`src/rtl/fetch_queue_if.sv`:
```
// fetch_queue_if
// Decode-side handshake between the fetch queue and the ID stage.
//   id_valid      head entry valid for decode
//   id_ready      decode accepts the head entry
//   id_instr      head instruction
//   id_pc         head PC
//   id_pc_plus_4  id_pc + 4, wrapping at 2^XLEN
// Modports: master = fetch queue (drives the entry), slave = decode.
interface fetch_queue_if #(
   parameter int XLEN = 32
);
   logic            id_valid;
   logic            id_ready;
   logic [XLEN-1:0] id_instr;
   logic [XLEN-1:0] id_pc;
   logic [XLEN-1:0] id_pc_plus_4;

   modport master (
      output id_valid,
      output id_instr,
      output id_pc,
      output id_pc_plus_4,
      input  id_ready
   );

   modport slave (
      input  id_valid,
      input  id_instr,
      input  id_pc,
      input  id_pc_plus_4,
      output id_ready
   );
endinterface

```
`src/rtl/fetch_queue.sv`:
```
// fetch_queue
// Sits between IF and ID. Tracks the single fetch in flight to the
// synchronous instruction memory (1-cycle read latency), buffers returned
// {pc, instruction} pairs in a DEPTH-entry FIFO and offers them to decode.
//
// Ports:
//   clk, rst      clock; asynchronous active-high reset
//   fetch_pc      PC the IF stage is driving to instruction memory
//   fetch_valid   IF presents a fetch this cycle
//   imem_rdata    memory data for the address accepted last cycle
//   flush         branch taken; drop everything queued or in flight
//   fetch_stall   holds the PC register in IF
//   count         number of valid FIFO entries
//   id            decode handshake (fetch_queue_if.master)
//
// Optional build macro: FETCH_QUEUE_BYPASS_EN. When defined, a response
// arriving while the FIFO is empty is shown to decode combinationally in the
// same cycle and is only written if decode does not take it.
module fetch_queue #(
   parameter int DEPTH = 4,
   parameter int XLEN  = 32
) (
   input  logic                     clk,
   input  logic                     rst,
   input  logic [XLEN-1:0]          fetch_pc,
   input  logic                     fetch_valid,
   input  logic [XLEN-1:0]          imem_rdata,
   input  logic                     flush,
   output logic                     fetch_stall,
   output logic [$clog2(DEPTH):0]   count,
   fetch_queue_if.master            id
);

   localparam int AW = $clog2(DEPTH);
   localparam int CW = AW + 1;

   logic [XLEN-1:0] pc_mem    [DEPTH];
   logic [XLEN-1:0] instr_mem [DEPTH];
   logic [AW-1:0]   head;
   logic [AW-1:0]   tail;
   logic [CW-1:0]   cnt;
   logic            inflight_v;
   logic [XLEN-1:0] inflight_pc;

   logic [CW:0]     occ;
   logic            fifo_nonempty;
   logic            accept;
   logic            resp;
   logic            push;
   logic            fifo_pop;

   // Credit rule: every in-flight fetch already owns a FIFO slot, so IF is
   // stalled as soon as queued plus in-flight entries fill the FIFO. This
   // looks only at registered state, never at id_ready.
   assign occ           = {1'b0, cnt} + {{CW{1'b0}}, inflight_v};
   assign fetch_stall   = (occ >= (CW+1)'(DEPTH));
   assign fifo_nonempty = (cnt != '0);
   assign accept        = fetch_valid && !fetch_stall && !flush;
   assign resp          = inflight_v && !flush;
   assign fifo_pop      = fifo_nonempty && id.id_ready;
   assign count         = cnt;

`ifdef FETCH_QUEUE_BYPASS_EN
   logic bypass;

   // With an empty FIFO the returning response is forwarded straight to
   // decode; it only lands in storage if decode is not ready for it.
   assign bypass = !fifo_nonempty && resp;
   assign push   = resp && !(bypass && id.id_ready);

   always_comb begin
      id.id_valid = fifo_nonempty || bypass;
      id.id_instr = instr_mem[head];
      id.id_pc    = pc_mem[head];
      if (bypass) begin
         id.id_instr = imem_rdata;
         id.id_pc    = inflight_pc;
      end
   end
`else
   // Without bypass decode only ever sees the FIFO head; when empty the head
   // slot shows stale data with id_valid low.
   assign push = resp;

   always_comb begin
      id.id_valid = fifo_nonempty;
      id.id_instr = instr_mem[head];
      id.id_pc    = pc_mem[head];
   end
`endif

   assign id.id_pc_plus_4 = id.id_pc + XLEN'(4);

   // Main state update. Flush wins over everything else: the FIFO empties,
   // the in-flight fetch is forgotten, a response in this cycle is dropped
   // and a fetch presented in this cycle is not taken. A pop completing in
   // the flush cycle needs no action since the whole queue empties anyway.
   // Pointers wrap naturally because DEPTH is a power of two.
   always_ff @(posedge clk or posedge rst) begin
      if (rst) begin
         head        <= '0;
         tail        <= '0;
         cnt         <= '0;
         inflight_v  <= 1'b0;
         inflight_pc <= '0;
         for (int i = 0; i < DEPTH; i++) begin
            pc_mem[i]    <= '0;
            instr_mem[i] <= '0;
         end
      end else if (flush) begin
         head       <= '0;
         tail       <= '0;
         cnt        <= '0;
         inflight_v <= 1'b0;
      end else begin
         inflight_v <= accept;
         if (accept) begin
            inflight_pc <= fetch_pc;
         end
         if (push) begin
            pc_mem[tail]    <= inflight_pc;
            instr_mem[tail] <= imem_rdata;
            tail            <= tail + AW'(1);
         end
         if (fifo_pop) begin
            head <= head + AW'(1);
         end
         case ({push, fifo_pop})
            2'b10:   cnt <= cnt + CW'(1);
            2'b01:   cnt <= cnt - CW'(1);
            default: cnt <= cnt;
         endcase
      end
   end

   // The credit rule should make this unreachable: a write into a full FIFO
   // that is not matched by a pop in the same cycle.
   assert property (@(posedge clk) disable iff (rst)
      !(push && !fifo_pop && (cnt == CW'(DEPTH))));

endmodule

```
`src/flat_wrapper.sv`:
```
// flat-port wrapper written by rule: the top's interface ports become plain ports
module fetch_queue_flat 
#(
   parameter int DEPTH = 4,
   parameter int XLEN  = 32
)
  (clk, rst, fetch_pc, fetch_valid, imem_rdata, flush, fetch_stall, count, id_id_valid, id_id_instr, id_id_pc, id_id_pc_plus_4, id_id_ready);
  fetch_queue_if #(.XLEN(XLEN)) id_i ();
  input  logic clk;
  input  logic rst;
  input  logic [XLEN-1:0] fetch_pc;
  input  logic fetch_valid;
  input  logic [XLEN-1:0] imem_rdata;
  input  logic flush;
  output logic fetch_stall;
  output logic [$clog2(DEPTH):0] count;
  output wire logic [$bits(id_i.id_valid)-1:0] id_id_valid;
  output wire logic [$bits(id_i.id_instr)-1:0] id_id_instr;
  output wire logic [$bits(id_i.id_pc)-1:0] id_id_pc;
  output wire logic [$bits(id_i.id_pc_plus_4)-1:0] id_id_pc_plus_4;
  input wire logic [$bits(id_i.id_ready)-1:0] id_id_ready;
  assign id_id_valid = id_i.id_valid;
  assign id_id_instr = id_i.id_instr;
  assign id_id_pc = id_i.id_pc;
  assign id_id_pc_plus_4 = id_i.id_pc_plus_4;
  assign id_i.id_ready = id_id_ready;
  fetch_queue #(.DEPTH(DEPTH), .XLEN(XLEN)) u_core (.clk(clk), .rst(rst), .fetch_pc(fetch_pc), .fetch_valid(fetch_valid), .imem_rdata(imem_rdata), .flush(flush), .fetch_stall(fetch_stall), .count(count), .id(id_i));
endmodule
```
`config.mk`:
```
export PLATFORM = sky130hd
export DESIGN_NAME = fetch_queue_flat
export DESIGN_NICKNAME = d
export VERILOG_FILES = /design/src/rtl/fetch_queue_if.sv /design/src/rtl/fetch_queue.sv /design/src/flat_wrapper.sv
export SDC_FILE = /design/constraint.sdc
export NUM_CORES = 1
export LEC_CHECK = 0
export ABC_AREA = 0
export CAP_MARGIN = 20
export CORE_MARGIN = 8
export CORE_UTILIZATION = 56
export DETAILED_ROUTE_END_ITERATION = 7
export PLACE_DENSITY = 0.88
export SLEW_MARGIN = 20
export SYNTH_ARGS = -nofsm -noshare
export SYNTH_HDL_FRONTEND = slang
export SYNTH_SLANG_ARGS = --single-unit
```
`constraint.sdc`:
```
create_clock -name clk -period 12.3 [get_ports clk]
set_clock_uncertainty 0.2 [all_clocks]
set_input_delay 2.46 -clock clk [delete_from_list [all_inputs] [get_ports clk]]
set_output_delay 2.46 -clock clk [all_outputs]
set_load 0.01 [all_outputs]
```
Yosys cells after proc, flatten, opt, wreduce, memory -nomap -nowiden
Index checks and enable logic that the tools add are counted.
- flip-flop bits (word level): 296
- bits of input ports: 69
- output and inout port bits: 101
- add/subtract/negate cells: 6
- order comparisons: 4
- eq/ne operators: 2
- muxes and demuxes: 17
- bitwise logic cells: 3
- reduce and logical (&&, ||, !) cells: 13
- operators by type and width (operator ; number):
    128-bit bitwise mux ; 2
    32-bit 2-to-1 mux ; 5
    32-bit binary-select mux with 2-bit select ; 2
    32-bit demux with 2-bit select ; 1
    32-bit by 3-bit adder with 32-bit output, second input constant ; 1
    2-bit 2-to-1 mux ; 4
    3-bit >= comparator, second input constant ; 2
    2-bit inverter with 3-bit output ; 2
    3-bit case mux with 2 select lines ; 1
    3-bit nonzero test ; 2
    1-bit logical AND ; 5
    2-bit by 1-bit adder with 2-bit output, second input constant ; 2
    3-bit by 1-bit adder with 4-bit output ; 1
    4-bit by 3-bit >= comparator with 1-bit output, second input constant ; 1
    2-bit AND reduction ; 2
    2-bit nonzero test ; 2
    3-bit by 1-bit adder with 3-bit output, second input constant ; 1
    3-bit by 1-bit less-than comparator with 1-bit output, second input constant ; 1
    3-bit 2-to-1 mux ; 1
    3-bit by 1-bit subtractor with 3-bit output, second input constant ; 1
    2-bit by 1-bit == test with 1-bit output, second input constant ; 1
    2-bit == test, second input constant ; 1
    1-bit logical NOT ; 2
    1-bit 2-to-1 mux ; 1
    1-bit inverter ; 1

Depth between registers and ports, before layout
Gate-level depths: netlist (run 1).
- word-level depth: 6
- gate-level depth with buffers: 9
- gate-level depth less buffers: 7

Least setup slack after synthesis (run 1)
Ideal clock, no wire load.
- path kind: reg2out
- from: register u_core.head[1]
- to: output port id_id_pc_plus_4[26]
- arrival time: 2215 ps
- slack: 7425 ps
- stages on the path, launching flop included: 9
- path buffers: 2
- cell sequence: dfrtp_1 buf_4 buf_4 mux4_2 ha_1 and3_1 nand4_2 nor4_2 xor2_1
- cells in the longest elaborated chain, start to end: 5
- ends and longest elaborated chain (element ; line ; source):
    from (decl) ; fetch_queue.sv:39 ; logic [AW-1:0] head;
    from (signal assigned) ; fetch_queue.sv:126 ; head <= head + AW'(1);
    2-bit inverter with 3-bit output (implied by the code) ; fetch_queue.sv:88 ; id.id_pc = pc_mem[head];
    32-bit binary-select mux with 2-bit select ; fetch_queue.sv:88 ;
    32-bit 2-to-1 mux (implied by the code) (2 in series) ; fetch_queue.sv:88 ;
    via id_id_pc[3] ; flat_wrapper.sv:19 ; output wire logic [$bits(id_i.id_pc)-1:0] id_id_pc;
    32-bit by 3-bit adder with 32-bit output ; fetch_queue.sv:92 ; assign id.id_pc_plus_4 = id.id_pc + XLEN'(4);
    to (decl) ; flat_wrapper.sv:20 ; output wire logic [$bits(id_i.id_pc_plus_4)-1:0] id_id_pc_plus_4;
The timed path passes the listed nets, and every way through them passes these cells. The select of a mux whose other input is x is not followed.

Worst setup path in the final report (run 1)
- from: register u_core.head[0]
- to: output port id_id_pc_plus_4[31]
- cells in the longest elaborated chain, start to end: 5
- ends and longest elaborated chain (element ; line):
    2-bit inverter with 3-bit output (implied by the code) ; fetch_queue.sv:88
    32-bit binary-select mux with 2-bit select ; fetch_queue.sv:88
    32-bit 2-to-1 mux (implied by the code) (2 in series) ; fetch_queue.sv:88
    32-bit by 3-bit adder with 32-bit output ; fetch_queue.sv:92
No other way between the ends. The select of a mux whose other input is x is not followed.

==> out/qor_table.md, run 1 <==
| Item | Value |
| --- | --- |
| Overall die area | 28,900 um2 |
| Worst Reg2Reg Path Length in Cells | 6 |
| Reg2reg setup slack | 9280 ps |
| Post-synth net total | 966 |
| Longest Clk Path Bufs | 3 |
| Post-CTS setup-driven buffer insertion count | 0 |
| Element type at the critical path start | register |
| Library cell with the largest summed area after synthesis | sky130_fd_sc_hd__dfrtp_1 |
| Fraction of synthesized area in multiplexers | 32.8% |
| Setup repair after global routing missed its margin | false |
| Placed Instances | 1,329 |
| Count of different cell masters after synthesis | 35 |
| Dpl cell area | 15,200 um2 |
| Number of H-tree levels | 1 |
| Sink count of the clock tree | 296 |
| Root Buffer | sky130_fd_sc_hd__clkbuf_16 |
| Sequential cell fraction of total power | 39.4% |
| Net count of the finished layout | 1,117 |
| Port buffer count | 169 |
| Core footprint | 23,400 um2 |
| Xor/xnor cell area share of the yosys netlist | 2.24% |
| Die Span X | 170 um |
| Minimum period implied by the final worst setup slack | 7650 ps |
| Hold EP | u_core.pc_mem[89] |
| Layout cell share with drive strength beyond 1 | 36.1% |
| Run status | completed |
| Starting DRC count in detailed routing | 552 |
| Post-synth top area share | 55.7% |
| Vertical die dimension | 170 um |
| Cell count after synthesis | 891 |
| Register area share after synthesis | 55.7% |
| Endpoint kind of the worst setup timing path | output port |
| Sum of overflow across all layers after global routing | 0 |
| Layout overhead on the synthesized area | 21.7% |
| First-pass GRT wire length | 47,800 um |
| Total negative slack for setup checks | 0 ps |
| Largest fanout on the critical path | 37 |
| Total GRT Usage | 20.7% |
| Switching share of total power | 30.2% |
| Pin count of the biggest net entering global routing | 166 |
| Synth warn | 0 |
| Fraction of the mapped netlist area in compound gates | 0.122% |
| Starting density of the core | 56.8% |
| Initial antenna violation count | 2 |
| Final instance area | 16,200 um2 |
| Synth Area in Adders | 0.622% |
| Setup WS pre-CTS | 5190 ps |
| P_sw | 1.13 mW |
| Clock Latency Late Sink | 550 ps |
| Terminus of the critical flop-to-flop path | u_core.inflight_pc[17] |
| Worst min-delay path startpoint | u_core.pc_mem[89] |
| Hold path cells | 1 |
| Setup Viol. Count Final | 0 |
| Relative contribution of combinational cells to total power | 36.5% |
| Number of hold violations in the final report | 0 |
| Count of antenna-violating nets left after detailed routing | 0 |
| Average cell area after synthesis | 14.9 um2 |
| Leading cell type in the layout, fill and taps excluded | sky130_fd_sc_hd__dfrtp_1 |
| Number of non-filler instances in the completed layout | 1,380 |
| Number of search-and-repair iterations in the first detailed-routing pass | 4 |
| Total power density per cell area | 232 nW/um2 |
| Routed wire length | 29,300 um |
| Int Power | 2.62 mW |
| Flip-flop and latch count after synthesis | 296 |
| Share of the core filled with cells in the final layout | 69.1% |
| Data arrival, critical path | 4990 ps |
| Cell leakage power | 7.45 nW |
| Via density per instance | 5.73 |
| Main combinational cell family by area after synthesis | multiplexers |
| Netlist area before placement | 13,300 um2 |
| Post-detailed-route wirelength per cell | 21.3 um |
| Worst slew pin tran | 1060 ps |
| Fmax achieved | 131 MHz |
| Post-layout total power | 3.75 mW |
| Data required time at the worst endpoint | 9640 ps |
| Setup slack after layout | 4650 ps |
| Global placement routability congestion | 0.787 |
| Launch point of the worst reg-to-reg path | u_core.count[0] |
| Hold Path Class | register to register |
| Number of core rows | 56 |
| Maximum VDD drop | 0.172 mV |
| Leading post-synthesis cells by cell area | sky130_fd_sc_hd__dfrtp_1 56%, sky130_fd_sc_hd__mux2_2 22%, sky130_fd_sc_hd__mux4_2 10% |
| Post-cts repair resize count | 0 |
| Simple-gate portion of the synthesized area | 6.10% |
| Hold_buf cts | 0 |
| Crit path kind | register to output port |
| Half-perimeter wire length after placement | 18,200 um |
| Portion of total power attributed to the clock network | 24.1% |
| Number of global-route vias before repair | 8,719 |
| Count of inserted antenna diode cells | 0 |
| CTS tree | yes |
| Number of buffers added by the clock tree synthesis step | 30 |
| Worst-path clk slew | 60 ps |
| Final cycle utilization of the critical path | 62.2% |
| DRC errors left | 0 |
| Commonest cells after routing, fill and taps aside | 294 x sky130_fd_sc_hd__dfrtp_1, 256 x sky130_fd_sc_hd__mux2_2, 169 x sky130_fd_sc_hd__clkdlybuf4s50_1, 106 x sky130_fd_sc_hd__nand2_1, 60 x sky130_fd_sc_hd__mux4_2 |
| I/O pin count | 170 |
| Total via count in the routed design | 7,908 |
| Max-slew headroom at the worst pin | 29.3% |
| Worst hold slack after final layout | 301 ps |
| Max-Cap Viols | 0 |
| Pins over their slew limit | 0 |
[Yosys cell counts]
cell type,number
sky130_fd_sc_hd__and3_1,2
sky130_fd_sc_hd__nand4_4,2
sky130_fd_sc_hd__buf_6,4
sky130_fd_sc_hd__nand4_1,1
sky130_fd_sc_hd__ha_1,5
sky130_fd_sc_hd__nand4bb_1,1
sky130_fd_sc_hd__clkbuf_1,32
sky130_fd_sc_hd__buf_1,5
sky130_fd_sc_hd__a31o_2,1
sky130_fd_sc_hd__dfrtp_1,296
sky130_fd_sc_hd__mux2_2,256
sky130_fd_sc_hd__mux4_2,60
sky130_fd_sc_hd__nor3_1,8
sky130_fd_sc_hd__buf_2,6
sky130_fd_sc_hd__xor2_1,23
sky130_fd_sc_hd__and4_4,1
sky130_fd_sc_hd__nor4_2,6
sky130_fd_sc_hd__and2_1,1
sky130_fd_sc_hd__and4_1,3
sky130_fd_sc_hd__nand4_2,2
sky130_fd_sc_hd__or3b_2,1
sky130_fd_sc_hd__fa_1,1
sky130_fd_sc_hd__nand2b_1,1
sky130_fd_sc_hd__nor2b_1,1
sky130_fd_sc_hd__mux4_1,4
sky130_fd_sc_hd__nor2_1,14
sky130_fd_sc_hd__buf_4,5
sky130_fd_sc_hd__xnor2_1,11
sky130_fd_sc_hd__o31ai_1,1
sky130_fd_sc_hd__buf_12,1
sky130_fd_sc_hd__nand2_1,110
sky130_fd_sc_hd__or3_1,2
sky130_fd_sc_hd__nand3_1,11
sky130_fd_sc_hd__inv_1,11
sky130_fd_sc_hd__mux2i_1,2
[worst max-delay path, cell delays in order (launching register included)]
cell and delay (ps):
sky130_fd_sc_hd__dfrtp_4 820, sky130_fd_sc_hd__buf_4 700, sky130_fd_sc_hd__mux4_1 510, sky130_fd_sc_hd__and4_1 420
sky130_fd_sc_hd__nand4bb_1 410, sky130_fd_sc_hd__nor4_2 720, sky130_fd_sc_hd__xor2_1 260, sky130_fd_sc_hd__clkdlybuf4s50_1 580
[sequential cells by signal (all words and copies together), names as in the netlist]
register and flops:
u_core.count 3, u_core.inflight_pc 32, u_core.inflight_v 1, u_core.head 2
u_core.tail 2, u_core.instr_mem 128, u_core.pc_mem 128
[per-layer routing]
metal / track usage (%) / share of wire, % / wire length [um] / vias up
met3: 4.03 / 6.3 / 1840 / 45
met2: 34.5 / 49 / 14300 / 207
met4: 4.73 / 1.8 / 541 / 4
met5: 0 / 0.078 / 23 / -
met1: 28.0 / 43 / 12700 / 4153
li1: - / - / - / 3499
[area by class of cell]
type	instances	area, um2
well taps	319	399
clock inverters	6	80.1
flip-flops and latches	296	7410
fillers	1648	7240
inverters	11	48.8
repair buffers	172	1730
multi-input cells	531	5600
clock buffers	45	898
[kinds of logic (layout without fill, tap and decap cells)]
family	count (synthesis)	after routing
compound gates	2	2
xor+xnor	34	34
fa+ha+maj	6	6
buf+inv	64	234
flops	296	296
mux	322	322
simple gates	167	167
[power by group through the flow]
stage | clock network, mW | logic, mW | registers (mW)
2_1_floorplan | 0 | 0.812 | 1.40
3_3_place_gp | 0 | 1.34 | 1.47
3_5_place_dp | 0 | 1.37 | 1.49
4_1_cts | 0.918 | 1.39 | 1.48
5_1_grt | 0.959 | 1.46 | 1.52
6_report | 0.903 | 1.37 | 1.48
[worst max-delay path by stage]
stage	endpoint	from	cells past startpoint	slack, ps
after global routing	id_id_pc_plus_4[31]	u_core.head[0]	7	4320
after CTS	id_id_pc_plus_4[31]	u_core.head[0]	7	4570
after floorplan	u_core.count[0]	rst	1	1460
after detailed placement	id_id_pc_plus_4[31]	u_core.head[0]	7	5190
after global placement	id_id_pc_plus_4[31]	u_core.head[0]	7	5270
final	id_id_pc_plus_4[31]	u_core.head[0]	7	4650
Note: power is estimated with default switching activity, not from simulation.
==> inputs of run 2 (changes only) <==
- CORE_UTILIZATION: 56 -> 50
- PLACE_DENSITY: 0.88 -> 0.83
- clock period: 12.3 -> 6.1 ns (I/O delays scaled with it)
==> run 2 against run 1 <==
Via count shrank 1.1%. Global-route usage shrank 2.0 points. Clock power grew 95%. Die area grew 11%. Sequential share of layout area shrank 0.20 points. Sequential power grew 99%. First-iteration DRC count shrank 29%. Design area grew 0.41%. Largest cell class unchanged.
==> out/qor_table.md, run 2 (synthesis gave the netlist of run 1 again) <==
| Item | Value |
| --- | --- |
| Max-slew headroom at the worst pin | 27.9% |
| Number of buffers added by the clock tree synthesis step | 31 |
| Crit path kind | register to output port |
| Longest Clk Path Bufs | 3 |
| First-pass GRT wire length | 47,100 um |
| Count of antenna-violating nets left after detailed routing | 0 |
| CTS tree | yes |
| Register area | 7410 um2 |
| Stages on the worst setup path | 7 |
| Via density per instance | 5.55 |
| Fmax achieved | 192 MHz |
| Global placement routability congestion | 0.777 |
| Pins over their slew limit | 0 |
| Number of search-and-repair iterations in the first detailed-routing pass | 4 |
| Data required time at the worst endpoint | 4680 ps |
| Net count of the finished layout | 1,124 |
| Half-perimeter wire length after placement | 18,600 um |
| Launch point of the worst reg-to-reg path | u_core.count[0] |
| Share of the core filled with cells in the final layout | 62.3% |
| Setup Viol. Count Final | 0 |
| Largest registers | u_core.instr_mem: 128 flops, u_core.pc_mem: 128 flops, u_core.inflight_pc: 32 flops |
| Layout cell share with drive strength beyond 1 | 36.2% |
| Cell leakage power | 7.47 nW |
| Element type at the critical path start | register |
| Pin count of the biggest net entering global routing | 191 |
| Sum of overflow across all layers after global routing | 0 |
| Number of core rows | 59 |
| Count of inserted antenna diode cells | 0 |
| Minimum period implied by the final worst setup slack | 5210 ps |
| Number of hold violations in the final report | 0 |
| Hold_buf cts | 0 |
| Worst-path clk slew | 60 ps |
| Total GRT Usage | 18.8% |
| Number of H-tree levels | 1 |
| CP Cell Sequence | mux4_2, ha_1, and3_1, nand4_2, nor4_2, xor2_1, clkdlybuf4s50_1 |
| Post-layout total power | 7.47 mW |
| Root Buffer | sky130_fd_sc_hd__clkbuf_16 |
| Worst slew pin tran | 1080 ps |
| Worst Reg2Reg Path Length in Cells | 6 |
| Total power density per cell area | 460 nW/um2 |
| Sink count of the clock tree | 296 |
| Total negative slack for setup checks | 0 ps |
| Worst setup path end | id_id_pc_plus_4[28] |
| Slowest library cell on the worst path | sky130_fd_sc_hd__dfrtp_2 |
| Slowest stage delay, CP | 780 ps |
| Total via count in the routed design | 7,821 |
| I/O pin count | 170 |
| Maximum VDD drop | 0.333 mV |
| Clock Latency Late Sink | 540 ps |
| Port buffer count | 169 |
| Hold Path Class | register to register |
| Starting DRC count in detailed routing | 390 |
| Reg2reg setup slack | 3200 ps |
| Data arrival, critical path | 3790 ps |
| Run status | completed |
| Setup repair after global routing missed its margin | false |
| Starting density of the core | 51.0% |
| Largest delay share family, worst path | simple AND/OR/NAND/NOR gates |
| Die Span X | 179 um |
| Number of buffers and inverters on the critical path | 1 |
| Number of global-route vias before repair | 8,502 |
| Overall die area | 32,000 um2 |
| Post-CTS setup-driven buffer insertion count | 0 |
| Final-layout fill cell count | 1,937 |
| Final cycle utilization of the critical path | 85.4% |
| Routed wire length | 29,600 um |
| Initial antenna violation count | 2 |
| Endpoint kind of the worst setup timing path | output port |
| Post-cts repair resize count | 0 |
| Layout overhead on the synthesized area | 22.2% |
| Core footprint | 26,100 um2 |
| Vertical die dimension | 179 um |
| Commonest cells after routing, fill and taps aside | 294 x sky130_fd_sc_hd__dfrtp_1, 256 x sky130_fd_sc_hd__mux2_2, 169 x sky130_fd_sc_hd__clkdlybuf4s50_1, 106 x sky130_fd_sc_hd__nand2_1, 60 x sky130_fd_sc_hd__mux4_2 |
| Terminus of the critical flop-to-flop path | u_core.inflight_pc[19] |
| DRC errors left | 0 |
| Max-Cap Viols | 0 |
| Largest fanout on the critical path | 26 |
| Crit path from | u_core.head[1] |
| Leading cell type in the layout, fill and taps excluded | sky130_fd_sc_hd__dfrtp_1 |
| Post-detailed-route wirelength per cell | 21.0 um |
| Area of combinational cells with multiple inputs | 5600 um2 |
## run 2: changes by cell type in the layout (fill, tap and decap cells not counted)
cell and change:
sky130_fd_sc_hd__buf_12 +1, sky130_fd_sc_hd__clkbuf_1 +7, sky130_fd_sc_hd__buf_4 +4, sky130_fd_sc_hd__inv_6 +1, sky130_fd_sc_hd__buf_16 +1, sky130_fd_sc_hd__dfrtp_2 +1, sky130_fd_sc_hd__dfrtp_4 -1, sky130_fd_sc_hd__bufinv_16 -2
sky130_fd_sc_hd__clkinvlp_4 +1, sky130_fd_sc_hd__inv_8 -1
## run 2: routing by layer
layer / vias up / track usage, % / routed length (um)
li1: 3519 / - / -
met1: 4079 / 23.9 / 12600
met2: 173 / 32.2 / 14600
met3: 46 / 4.11 / 1820
met4: 4 / 4.51 / 580
met5: - / 0 / 25
## run 2: worst min path at each step
stage                          from                    to  cells after the start
2_1_floorplan     u_core.pc_mem[69]     u_core.pc_mem[69]                      1
3_3_place_gp      u_core.pc_mem[76]     u_core.pc_mem[76]                      1
3_5_place_dp   u_core.instr_mem[60]  u_core.instr_mem[60]                      1
4_1_cts        u_core.instr_mem[60]  u_core.instr_mem[60]                      1
5_1_grt        u_core.instr_mem[60]  u_core.instr_mem[60]                      1
6_report       u_core.instr_mem[60]  u_core.instr_mem[60]                      1
## run 2: layout make-up
type / instances / share of cell area, %
inverters: 11 / 0.278
flip-flops and latches: 296 / 45.7
clock inverters: 5 / 0.177
repair buffers: 178 / 11.1
clock buffers: 52 / 5.70
multi-input cells: 531 / 34.5
well taps: 335 / 2.58
## run 2: worst reg2reg max path: cells and delay by family, from the launching register on
kind / cells / cell delay (ps)
and+or+nand+nor: 3 / 1090
buffers and inverters: 2 / 800
AOI/OAI and AO/OA: 1 / 280
DFF: 1 / 460
## run 2: power by group
part           switching [mW]  internal [mW]
sequential              0.394           2.56
combinational            1.12           1.63
clock                   0.740           1.02
total                    2.26           5.21
## run 2: through the flow
| stage | hold slack [ps] | setup WS [ps] | instances | instance area, um2 |
|---|---|---|---|---|
| after CTS | 300 | 767 | 1407 | 16200 |
| after global placement | 281 | 1380 | 1350 | 15200 |
| after detailed placement | 287 | 1360 | 1350 | 15200 |
| final | 298 | 892 | 1408 | 16200 |
| after global routing | 306 | 638 | 1408 | 16200 |
| after floorplan | 270 | 749 | 891 | 13300 |
==> inputs of run 3 (changes only) <==
- CELL_PAD_IN_SITES_DETAIL_PLACEMENT: unset -> 0
- CELL_PAD_IN_SITES_GLOBAL_PLACEMENT: unset -> 1
- CORE_UTILIZATION: 50 -> 42
- PLACE_DENSITY: 0.83 -> 0.84
==> run 3 against run 2 <==
Largest cell class unchanged. Hold slack worse by 1.8 ps. Wire length down 0.63%. Combinational power about the same. Register-to-register slack better by 60 ps. Cell count up 4.8%. Largest power group unchanged. Critical endpoint is now id_id_pc_plus_4[31]. Via count down 0.40%.
==> out/qor_table.md, run 3 (synthesis gave the netlist of run 1 again) <==
| Item | Value |
| --- | --- |
| Leading cell type in the layout, fill and taps excluded | sky130_fd_sc_hd__dfrtp_1 |
| Hold EP | u_core.instr_mem[40] |
| Element type at the critical path start | register |
| Setup Viol. Count Final | 0 |
| Total GRT Usage | 15.9% |
| Post-detailed-route wirelength per cell | 19.9 um |
| Maximum VDD drop | 0.299 mV |
| CTS tree | yes |
| DRC errors left | 0 |
| Data required time at the worst endpoint | 4680 ps |
| Launch point of the worst reg-to-reg path | u_core.inflight_v |
| Number of search-and-repair iterations in the first detailed-routing pass | 4 |
| Number of H-tree levels | 2 |
| Half-perimeter wire length after placement | 18,600 um |
| Total power density per cell area | 468 nW/um2 |
| Number of hold violations in the final report | 0 |
| Reg2reg setup slack | 3260 ps |
| Number of global-route vias before repair | 8,669 |
| Fmax achieved | 185 MHz |
| Largest fanout on the critical path | 35 |
| Run status | completed |
| Final cycle utilization of the critical path | 88.7% |
| Worst Reg2Reg Path Length in Cells | 3 |
| Routed wire length | 29,400 um |
| Via density per instance | 5.28 |
| Count of antenna-violating nets left after detailed routing | 0 |
| Number of non-filler instances in the completed layout | 1,476 |
| Global placement routability congestion | 0.802 |
| Starting density of the core | 42.3% |
| Max-Cap Viols | 0 |
| Share of the core filled with cells in the final layout | 52.3% |
| First-pass GRT wire length | 48,800 um |
| Worst slew pin tran | 1080 ps |
| Overall die area | 37,600 um2 |
| Data arrival, critical path | 3990 ps |
| Final instance area | 16,400 um2 |
| Sink count of the clock tree | 296 |
| Post-CTS setup-driven buffer insertion count | 0 |
| Worst min-delay path startpoint | u_core.instr_mem[40] |
| Initial antenna violation count | 3 |
| Largest registers | u_core.instr_mem: 128 flops, u_core.pc_mem: 128 flops, u_core.inflight_pc: 32 flops |
| Pins over their slew limit | 0 |
| Pin count of the biggest net entering global routing | 156 |
| Terminus of the critical flop-to-flop path | u_core.instr_mem[80] |
| Post-cts repair resize count | 0 |
| Sum of overflow across all layers after global routing | 0 |
| Longest Clk Path Bufs | 3 |
| Clock Latency Late Sink | 500 ps |
| Worst hold slack after final layout | 296 ps |
| Hold path cells | 1 |
| Port buffer count | 169 |
| Minimum period implied by the final worst setup slack | 5410 ps |
| Total negative slack for setup checks | 0 ps |
| Hold_buf cts | 0 |
| Starting DRC count in detailed routing | 361 |
| Placed Instances | 1,417 |
| Layout cell share with drive strength beyond 1 | 36.5% |
| Net count of the finished layout | 1,126 |
| I/O pin count | 170 |
| Hold Path Class | register to register |
| Final-layout fill cell count | 2,634 |
| Vertical die dimension | 194 um |
| Commonest cells after routing, fill and taps aside | 294 x sky130_fd_sc_hd__dfrtp_1, 256 x sky130_fd_sc_hd__mux2_2, 169 x sky130_fd_sc_hd__clkdlybuf4s50_1, 106 x sky130_fd_sc_hd__nand2_1, 60 x sky130_fd_sc_hd__mux4_2 |
| Crit path kind | register to output port |
| Setup repair after global routing missed its margin | false |
| Core footprint | 31,400 um2 |
| Layout overhead on the synthesized area | 23.6% |
| Total via count in the routed design | 7,790 |
| Dpl cell area | 15,300 um2 |
| Cell leakage power | 7.52 nW |
| Number of buffers added by the clock tree synthesis step | 34 |
| Number of core rows | 65 |
| Worst-path clk slew | 50 ps |
| Max-slew headroom at the worst pin | 28.2% |
| Root Buffer | sky130_fd_sc_hd__clkbuf_16 |
| Endpoint kind of the worst setup timing path | output port |
| Die Span X | 194 um |
## run 3: cell types whose count changed in the layout (fill, tap and decap cells not counted), sizes merged
| cell | before | now |
|---|---|---|
| clkbuf | 52 | 49 |
| bufinv | 0 | 2 |
| buf | 9 | 8 |
| clkinv | 4 | 5 |
| clkinvlp | 1 | 2 |
| diode | 0 | 1 |
## run 3: worst max-delay path: stages, from the launching register on
cell and delay (ps):
sky130_fd_sc_hd__dfrtp_4 800, sky130_fd_sc_hd__mux4_1 370, sky130_fd_sc_hd__and4_1 410, sky130_fd_sc_hd__nand4bb_1 370, sky130_fd_sc_hd__nor4_2 590, sky130_fd_sc_hd__xor2_1 320, sky130_fd_sc_hd__clkdlybuf4s50_1 600
## run 3: how the worst max path moves through the flow
| stage | end | startpoint | depth (start not counted) | slack [ps] |
|---|---|---|---|---|
| floorplan | u_core.count[0] | rst | 1 | 750 |
| global placement | id_id_pc_plus_4[31] | u_core.head[1] | 6 | 1140 |
| detailed placement | id_id_pc_plus_4[31] | u_core.head[1] | 6 | 1170 |
| CTS | id_id_pc_plus_4[31] | u_core.head[1] | 6 | 610 |
| global route | id_id_pc_plus_4[31] | u_core.head[1] | 6 | 530 |
| finish | id_id_pc_plus_4[31] | u_core.head[1] | 6 | 690 |
## run 3: layout make-up
cell class	instances	area, um2	area share [%]
Inverter	11	45.0	0.274
Timing Repair Buffer	177	1770	10.8
Tap cell	402	503	3.06
Clock inverter	9	105	0.640
Sequential cell	296	7410	45.1
Antenna cell	1	2.50	0.0152
Clock buffer	49	991	6.03
Multi-Input combinational cell	531	5600	34.1
## run 3: report_power, final
part	total (mW)	switching, mW	internal, mW	leakage (nW)
registers	2.95	0.389	2.56	3.86
logic	2.76	1.13	1.63	3.12
clock network	1.98	0.767	1.21	0.535
## run 3: metrics by stage
stage          worst slack [ps]  total power, mW
2_1_floorplan               749             4.45
6_report                    692             7.68
5_1_grt                     529             8.12
3_5_place_dp               1170             5.78
3_3_place_gp               1140             5.71
4_1_cts                     610             7.80
## run 3: routing by layer
layer | vias to the layer above | part of all wire, % | routed length (um) | track usage (%)
li1 | 3511 | - | - | -
met1 | 4034 | 45 | 13200 | 21.1
met2 | 192 | 46 | 13700 | 25.3
met3 | 49 | 6.7 | 1980 | 4.43
met4 | 4 | 2.0 | 582 | 4.41
met5 | - | 0.078 | 23 | 0
